## src/rtl/multicycle_ctrl.sv

```systemverilog
// RV32I multicycle control FSM: FETCH/DECODE/EXEC/MEM/WB/TRAP, 3-5 cycles per instruction.
// Waits on mem_ready for up to MEM_TIMEOUT cycles per request, then raises bus_err and traps.
module multicycle_ctrl #(
  parameter int WIDTH       = 32,
  parameter int MEM_TIMEOUT = 16,
  parameter int CNT_WIDTH   = 32
) (
  input  logic                 clk,
  input  logic                 rst,
  input  logic [WIDTH-1:0]     instr,
  input  logic                 mem_ready,
  input  logic                 br_taken,
  output logic                 ir_we,
  output logic                 pc_we,
  output logic [1:0]           pc_sel,
  output logic [2:0]           imm_sel,
  output logic [3:0]           alu_op,
  output logic                 alu_src_b,
  output logic                 mem_req,
  output logic                 mem_we,
  output logic                 mem_addr_sel,
  output logic                 rf_we,
  output logic [1:0]           wb_sel,
  output logic                 illegal_instr,
  output logic                 bus_err,
  output logic [CNT_WIDTH-1:0] instret,
  output logic [2:0]           state_o
);

  typedef enum logic [2:0] {
    FETCH  = 3'd0,
    DECODE = 3'd1,
    EXEC   = 3'd2,
    MEM    = 3'd3,
    WB     = 3'd4,
    TRAP   = 3'd5
  } state_t;

  localparam logic [6:0] OPC_LOAD   = 7'b0000011;
  localparam logic [6:0] OPC_STORE  = 7'b0100011;
  localparam logic [6:0] OPC_OPIMM  = 7'b0010011;
  localparam logic [6:0] OPC_OP     = 7'b0110011;
  localparam logic [6:0] OPC_BRANCH = 7'b1100011;
  localparam logic [6:0] OPC_JAL    = 7'b1101111;
  localparam logic [6:0] OPC_JALR   = 7'b1100111;
  localparam logic [6:0] OPC_LUI    = 7'b0110111;
  localparam logic [6:0] OPC_AUIPC  = 7'b0010111;

  localparam int WW = $clog2(MEM_TIMEOUT + 1);

  state_t        state, nstate;
  logic [WW-1:0] wait_cnt;
  logic [6:0]    opc;
  logic [2:0]    funct3;
  logic          legal;
  logic          timeout;
  logic          unused_instr_bits;

  assign opc               = instr[6:0];
  assign funct3            = instr[14:12];
  assign timeout           = (wait_cnt == WW'(MEM_TIMEOUT - 1));
  assign state_o           = state;
  assign unused_instr_bits = ^{instr[WIDTH-1:31], instr[29:15], instr[11:7]};

  always_comb begin
    legal = 1'b0;
    case (opc)
      OPC_LOAD, OPC_STORE, OPC_OPIMM, OPC_OP, OPC_BRANCH,
      OPC_JAL, OPC_JALR, OPC_LUI, OPC_AUIPC: legal = 1'b1;
      default: legal = 1'b0;
    endcase
  end

  // Selects are pure decode of the instruction and are valid in every state.
  always_comb begin
    imm_sel = 3'd0;
    alu_op  = 4'b0000;
    case (opc)
      OPC_STORE:           imm_sel = 3'd1;
      OPC_JAL:             imm_sel = 3'd2;
      OPC_BRANCH:          imm_sel = 3'd3;
      OPC_LUI, OPC_AUIPC:  imm_sel = 3'd4;
      default:             imm_sel = 3'd0;
    endcase
    if (opc == OPC_OP)
      alu_op = {instr[30], funct3};
    else if (opc == OPC_OPIMM)
      alu_op = (funct3 == 3'b001 || funct3 == 3'b101) ? {instr[30], funct3} : {1'b0, funct3};
  end

  always_comb begin
    nstate        = state;
    ir_we         = 1'b0;
    pc_we         = 1'b0;
    pc_sel        = 2'd0;
    alu_src_b     = 1'b0;
    mem_req       = 1'b0;
    mem_we        = 1'b0;
    mem_addr_sel  = 1'b0;
    rf_we         = 1'b0;
    wb_sel        = 2'd0;
    illegal_instr = 1'b0;
    bus_err       = 1'b0;
    // Enables stay low while in reset so an abandoned instruction has no side effects.
    if (!rst) begin
      case (state)
        FETCH: begin
          mem_req = 1'b1;
          if (mem_ready) begin
            ir_we  = 1'b1;
            nstate = DECODE;
          end else if (timeout) begin
            bus_err = 1'b1;
            nstate  = TRAP;
          end
        end
        DECODE: begin
          if (legal) begin
            nstate = EXEC;
          end else begin
            illegal_instr = 1'b1;
            nstate        = TRAP;
          end
        end
        EXEC: begin
          case (opc)
            OPC_LOAD, OPC_STORE: begin
              alu_src_b = 1'b1;
              nstate    = MEM;
            end
            OPC_BRANCH: begin
              pc_we  = 1'b1;
              pc_sel = br_taken ? 2'd1 : 2'd0;
              nstate = FETCH;
            end
            default: nstate = WB;
          endcase
        end
        MEM: begin
          mem_req      = 1'b1;
          mem_addr_sel = 1'b1;
          mem_we       = (opc == OPC_STORE);
          if (mem_ready) begin
            if (opc == OPC_STORE) begin
              pc_we  = 1'b1;
              nstate = FETCH;
            end else begin
              nstate = WB;
            end
          end else if (timeout) begin
            bus_err = 1'b1;
            nstate  = TRAP;
          end
        end
        WB: begin
          rf_we  = 1'b1;
          pc_we  = 1'b1;
          nstate = FETCH;
          case (opc)
            OPC_LOAD: wb_sel = 2'd1;
            OPC_JAL:  begin wb_sel = 2'd2; pc_sel = 2'd1; end
            OPC_JALR: begin wb_sel = 2'd2; pc_sel = 2'd2; end
            OPC_LUI:  wb_sel = 2'd3;
            default:  wb_sel = 2'd0;
          endcase
        end
        TRAP: begin
          pc_we  = 1'b1;
          pc_sel = 2'd3;
          nstate = FETCH;
        end
        default: nstate = FETCH;
      endcase
    end
  end

  always_ff @(posedge clk) begin
    if (rst) begin
      state    <= FETCH;
      wait_cnt <= '0;
      instret  <= '0;
    end else begin
      state <= nstate;
      if (nstate != state || !(state == FETCH || state == MEM))
        wait_cnt <= '0;
      else
        wait_cnt <= wait_cnt + WW'(1);
      if (pc_we && state != TRAP)
        instret <= instret + CNT_WIDTH'(1);
    end
  end

endmodule

```

## config.mk

```make
export PLATFORM = sky130hd
export DESIGN_NAME = multicycle_ctrl
export DESIGN_NICKNAME = d
export VERILOG_FILES = /design/src/rtl/multicycle_ctrl.sv
export SDC_FILE = /design/constraint.sdc
export NUM_CORES = 1
export LEC_CHECK = 0
export ABC_CLOCK_PERIOD_IN_PS = 4340
export CAP_MARGIN = 25
export CORE_MARGIN = 5
export CORE_UTILIZATION = 40
export DETAILED_ROUTE_END_ITERATION = 10
export PLACE_DENSITY = 0.75
export REMOVE_ABC_BUFFERS = 1
export SLEW_MARGIN = 20
export SYNTH_ARGS = -nofsm -noshare
export SYNTH_HDL_FRONTEND = slang
export SYNTH_SLANG_ARGS = --single-unit
```

## constraint.sdc

```tcl
create_clock -name clk -period 4.34 [get_ports clk]
set_input_delay 0.868 -clock clk [delete_from_list [all_inputs] [get_ports clk]]
set_output_delay 0.868 -clock clk [all_outputs]
set_load 0.05 [all_outputs]
```

After elaboration in Yosys (flattened, before gate mapping)
Cells that the tools add are included. Widths: inputs -> output; s select.

Bits in registers: 40. Bits of input ports: 36. Logic and storage cells: 84.

Eq/ne operators: 19. $add $sub $neg: 2. Mux-type cells: 47. Reduce and logical (&&, ||, !) cells: 13.

Operators by type and width (count): $add 32x1->32 const B (1); $mux 1 (28); $pmux 3 s4 (2); $eq 7x6->1 const B (3); $eq 7x7->1 const B (3); $mux 3 (6); $eq 7x5->1 const B (2); $mux 4 (3); $pmux 2 s3 (2); $reduce_or 2->1 (6); $eq 3x3->1 const B (3); $reduce_or 9->1 (1); $eq 7x2->1 const B (1); $eq 3x1->1 const B (2); $eq 3x2->1 const B (2); $mux 2 (3); $pmux 3 s2 (1); $add 5x1->5 const B (1); $eq 5x4->1 const B (1); $pmux 2 s2 (1); $logic_not 3->1 (1); $logic_or 1x1->1 (3); $ne 3x3->1 (1); $ne 3x3->1 const B (1); 3 further kinds (3).

Longest topological paths before layout
Gate-level depths: netlist of the first run.

Depth after elaboration: 9. Gate-level depth with buffers: 11.

Worst setup path before layout of the first run
Ideal clock, no wire load.

Path kind: input-to-output. From: in instr[6]. To: out wb_sel[0]. Arrival time: 3590 ps. Stages: 5. Setup slack: -118 ps. Cell sequence: buf_2 nand2b_1 nor3_1 mux2i_1 nor3_1.

Cells in the longest elaborated chain, start to end: 5.

Ends and longest elaborated chain: start, declared (RTL line 10) `input logic [WIDTH-1:0] instr,`; $eq 7x7->1 (RTL line 159) `case (opc)`; $reduce_or 2->1 (no line); $pmux 2 s3 (*) (RTL line 159); $mux 2 (*) (RTL line 106) `case (state)`; $mux 2 (*) (RTL line 105) `if (!rst) begin`; end, declared (RTL line 23) `output logic [1:0] wb_sel,`.

Mark *: on every way between the ends. The rest lies on a longest branch, timed or not.

Worst setup path in the final report of the first run
From: in instr[3]. To: out alu_op[2].

Cells in the longest elaborated chain, start to end: 3.

Ends and longest elaborated chain: $eq 7x5->1 (RTL line 87) `else if (opc == OPC_OPIMM)`; $mux 4 (RTL line 87); $mux 4 (*) (RTL line 85) `if (opc == OPC_OP)`; end, declared (RTL line 17) `output logic [3:0] alu_op,`.

Marked as above.

==> results of run 1 <==
## kinds of logic after synthesis
logic type,after synthesis
flops,40
fa+ha+maj,3
compound gates,58
buf+inv,27
simple gates,151
xor+xnor,19
mux,5
## Yosys cell counts, types with 4 or more instances
cell type,n,area [µm²]
or4_1,8,60.06
nand4_1,9,56.30
xnor2_1,17,148.9
o31ai_1,9,67.56
nand3_1,13,65.06
a311oi_1,4,35.03
and2_1,4,25.02
o21ai_0,8,40.04
clkbuf_1,14,52.55
inv_1,6,22.52
nand3b_1,4,30.03
buf_2,4,20.02
nand2_1,18,67.56
and4_1,7,61.31
nor3_1,12,60.06
or3_1,6,37.54
a211oi_1,7,52.55
nor2_1,34,127.6
and3_1,6,37.54
dfxtp_1,40,800.8
nor2b_1,5,31.28
a21oi_1,18,90.09
nand2b_1,7,43.79
## sequential cells by signal, indices dropped and copies added, names as in the netlist
signal    count
wait_cnt      5
state_o       3
instret      32
## power groups by stage
stage / Sequential (mW) / Combinational [mW] / Clock [mW]
after floorplan: 0.404 / 0.0589 / 0
after global placement: 0.393 / 0.136 / 0
after detailed placement: 0.393 / 0.136 / 0
after CTS: 0.384 / 0.137 / 0.270
after global routing: 0.386 / 0.146 / 0.287
final: 0.384 / 0.136 / 0.264
## worst min path at each step
stage / start / to / cells after the start
2_1_floorplan: wait_cnt[0] / wait_cnt[0] / 1
3_3_place_gp: wait_cnt[0] / wait_cnt[0] / 1
3_5_place_dp: wait_cnt[0] / wait_cnt[0] / 1
4_1_cts: wait_cnt[0] / wait_cnt[0] / 1
5_1_grt: wait_cnt[0] / wait_cnt[0] / 1
6_report: wait_cnt[0] / wait_cnt[0] / 1
## worst max-delay path: stages
cell and delay [ps]:
clkdlybuf4s50_1 550, nand4bb_1 510, nor2_1 270, and2_1 160
clkdlybuf4s50_1 800
## stage by stage
step	hold WS, ps	utilization [%]	total power [mW]
final	455.5	56.30	0.7844
after global routing	507.1	56.30	0.8194
after CTS	461.8	56.30	0.7910
after detailed placement	444.3	54.67	0.5289
after global placement	432.1	54.67	0.5284
after floorplan	417.5	-	0.4629
## layout make-up
type,count,share of cell area (%)
clock buffer,7,2.890
sequential,40,24.02
tap,75,2.815
inverter,6,0.6757
timing repair buffer,72,24.55
multi-input combinational,236,45.05
## metal layers
metal / GRT usage, % / routed length (µm) / up-vias
met1: 21.18 / 2859 / 1126
li1: - / - / 1231
met3: 5.362 / 467 / 4
met4: 5.579 / 82 / 0
met2: 26.44 / 2781 / 66
met5: 0 / 0 / -
==> results.json, run 1 <==
{
  "ys_ff_latch": 40,
  "start_util_pct": 41.06,
  "core-area_um2": 5921,
  "cts.sinks": 40,
  "first_global_vias": 2250,
  "ant_nets": 0,
  "viasPerCell": 5.567,
  "p_clk_share_pct": 33.7,
  "synth-xor-area-share_pct": 6.845,
  "combPwrFrac_pct": 17.3,
  "power.switching_uw": 214.4,
  "reg2reg_slack_ps": 1630,
  "ctsHoldBuffers": 0,
  "cts_setup_buffers": 0,
  "cts_root_buf": "clkbuf_8",
  "fin_crit_ps": 4028,
  "cp-start-kind": "primary input",
  "synth_edf_count": 0,
  "hold_viol_final": 0,
  "cell_internal_pwr_uw": 570.0,
  "outcome": "complete, no violations",
  "antenna_found_initial": 0,
  "arrival_ps": 3160,
  "dp_hpwl_mm": 4.599,
  "die_y_um": 87.96,
  "crit_end": "alu_op[2]",
  "hp-class": "flip-flop to flip-flop",
  "stdcell_count": 436,
  "numCtsBuffers": 5,
  "synth-seq-area-share_pct": 32.94,
  "drt_iter0_drc": 104,
  "cts_tree": "built",
  "synth_adder_area_share_pct": 1.544,
  "final_cell_mix": "56 x clkdlybuf4s50_1, 40 x dfxtp_1, 34 x nor2_1",
  "grt_overflow": 0,
  "fin_crit_sh_pct": 92.81,
  "finalWirelength_mm": 6.189,
  "fin_area_um2": 3333,
  "ios": 91,
  "setup_viol": 0,
  "groute.usage.overall_pct": 16.61,
  "clock_skew_ps": 4.398,
  "nFillCells": 524,
  "grt_pass1_wl_mm": 10.41,
  "fp.dieW_um": 87.96,
  "setup_slack_ps": 311.8,
  "max_freq_mhz": 248.3,
  "placed_area_um2": 3237,
  "relSlewSlack_pct": 64.44,
  "p_per_area_nw_per_um2": 235.3,
  "clk_latency_ps": 280,
  "first_pass_iters": 4,
  "worst_slew_pin_slew_ps": 532.6,
  "crit_type": "primary input to primary output",
  "grt_setup_unrepaired": "false",
  "fp-row-count": 28,
  "endpoint_kind": "primary output",
  "h-tree-depth": 2,
  "p_leak_nw": 1.093,
  "synth-compound-area-share_pct": 15.59,
  "n_antenna_cell": 0,
  "synth_top_flop_cell": "dfxtp_1",
  "regArea_um2": 800.8,
  "area_growth_pct": 37.11,
  "seqPwrFrac_pct": 49.0,
  "multi_input_area_um2": 1501,
  "syn_area_per_cell_um2": 8.023,
  "crit_path_max_fanout": 9,
  "ctsResizeCount": 0,
  "ys.warnings.count": 0,
  "gp_congestion": 0.8585,
  "syn_area_um2": 2431,
  "final_nets": 400,
  "drc": 0,
  "async_reset_ff_share_pct": 0,
  "final_common_cell": "clkdlybuf4s50_1",
  "r2r_start": "state_o[1]",
  "vias": 2427,
  "finalSetupTns_ps": 0,
  "clockBufferDepth": 2,
  "routedWlPerCell_um": 14.19,
  "grt_max_degree": 30,
  "syn_inst": 303,
  "reg2regPathDepth": 5,
  "ir_drop_v": 0.0001814,
  "dieArea_um2": 7737,
  "drv_slew": 0,
  "crit_start": "instr[3]",
  "clk_pin_slew_worst_paths_ps": 70,
  "synth_top_family_by_area": "simple AND/OR/NAND/NOR gates",
  "synth_cell_type_count": 50,
  "cap_violations": 0,
  "dp.cells": 429,
  "place_ws_ps": 329.9,
  "synthMuxAreaShare_pct": 2.265,
  "portBuffers": 69,
  "cp.required_ps": 3470,
  "yosys.area_share.simple_pct": 35.51,
  "r2r-end": "instret[21]",
  "drive_gt1_share_pct": 8.587,
  "swShare_pct": 27.34
}
Power figures use the tool's default switching activity.
==> run 2, diff against run 1 <==
--- a/config.mk
+++ b/config.mk
@@ -5,7 +5,6 @@
 export SDC_FILE = /design/constraint.sdc
 export NUM_CORES = 1
 export LEC_CHECK = 0
-export ABC_CLOCK_PERIOD_IN_PS = 4340
 export CAP_MARGIN = 25
 export CORE_MARGIN = 5
 export CORE_UTILIZATION = 40
==> results of run 2 <==
Same layout as run 1: the final DEF is identical, and so are final timing and power.
==> run 3, diff against run 2 <==
--- a/config.mk
+++ b/config.mk
@@ -9,6 +9,7 @@
 export CORE_MARGIN = 5
 export CORE_UTILIZATION = 40
 export DETAILED_ROUTE_END_ITERATION = 10
+export GPL_ROUTABILITY_DRIVEN = 1
 export PLACE_DENSITY = 0.75
 export REMOVE_ABC_BUFFERS = 1
 export SLEW_MARGIN = 20
==> results of run 3 <==
Same layout as run 1: the final DEF is identical, and so are final timing and power.
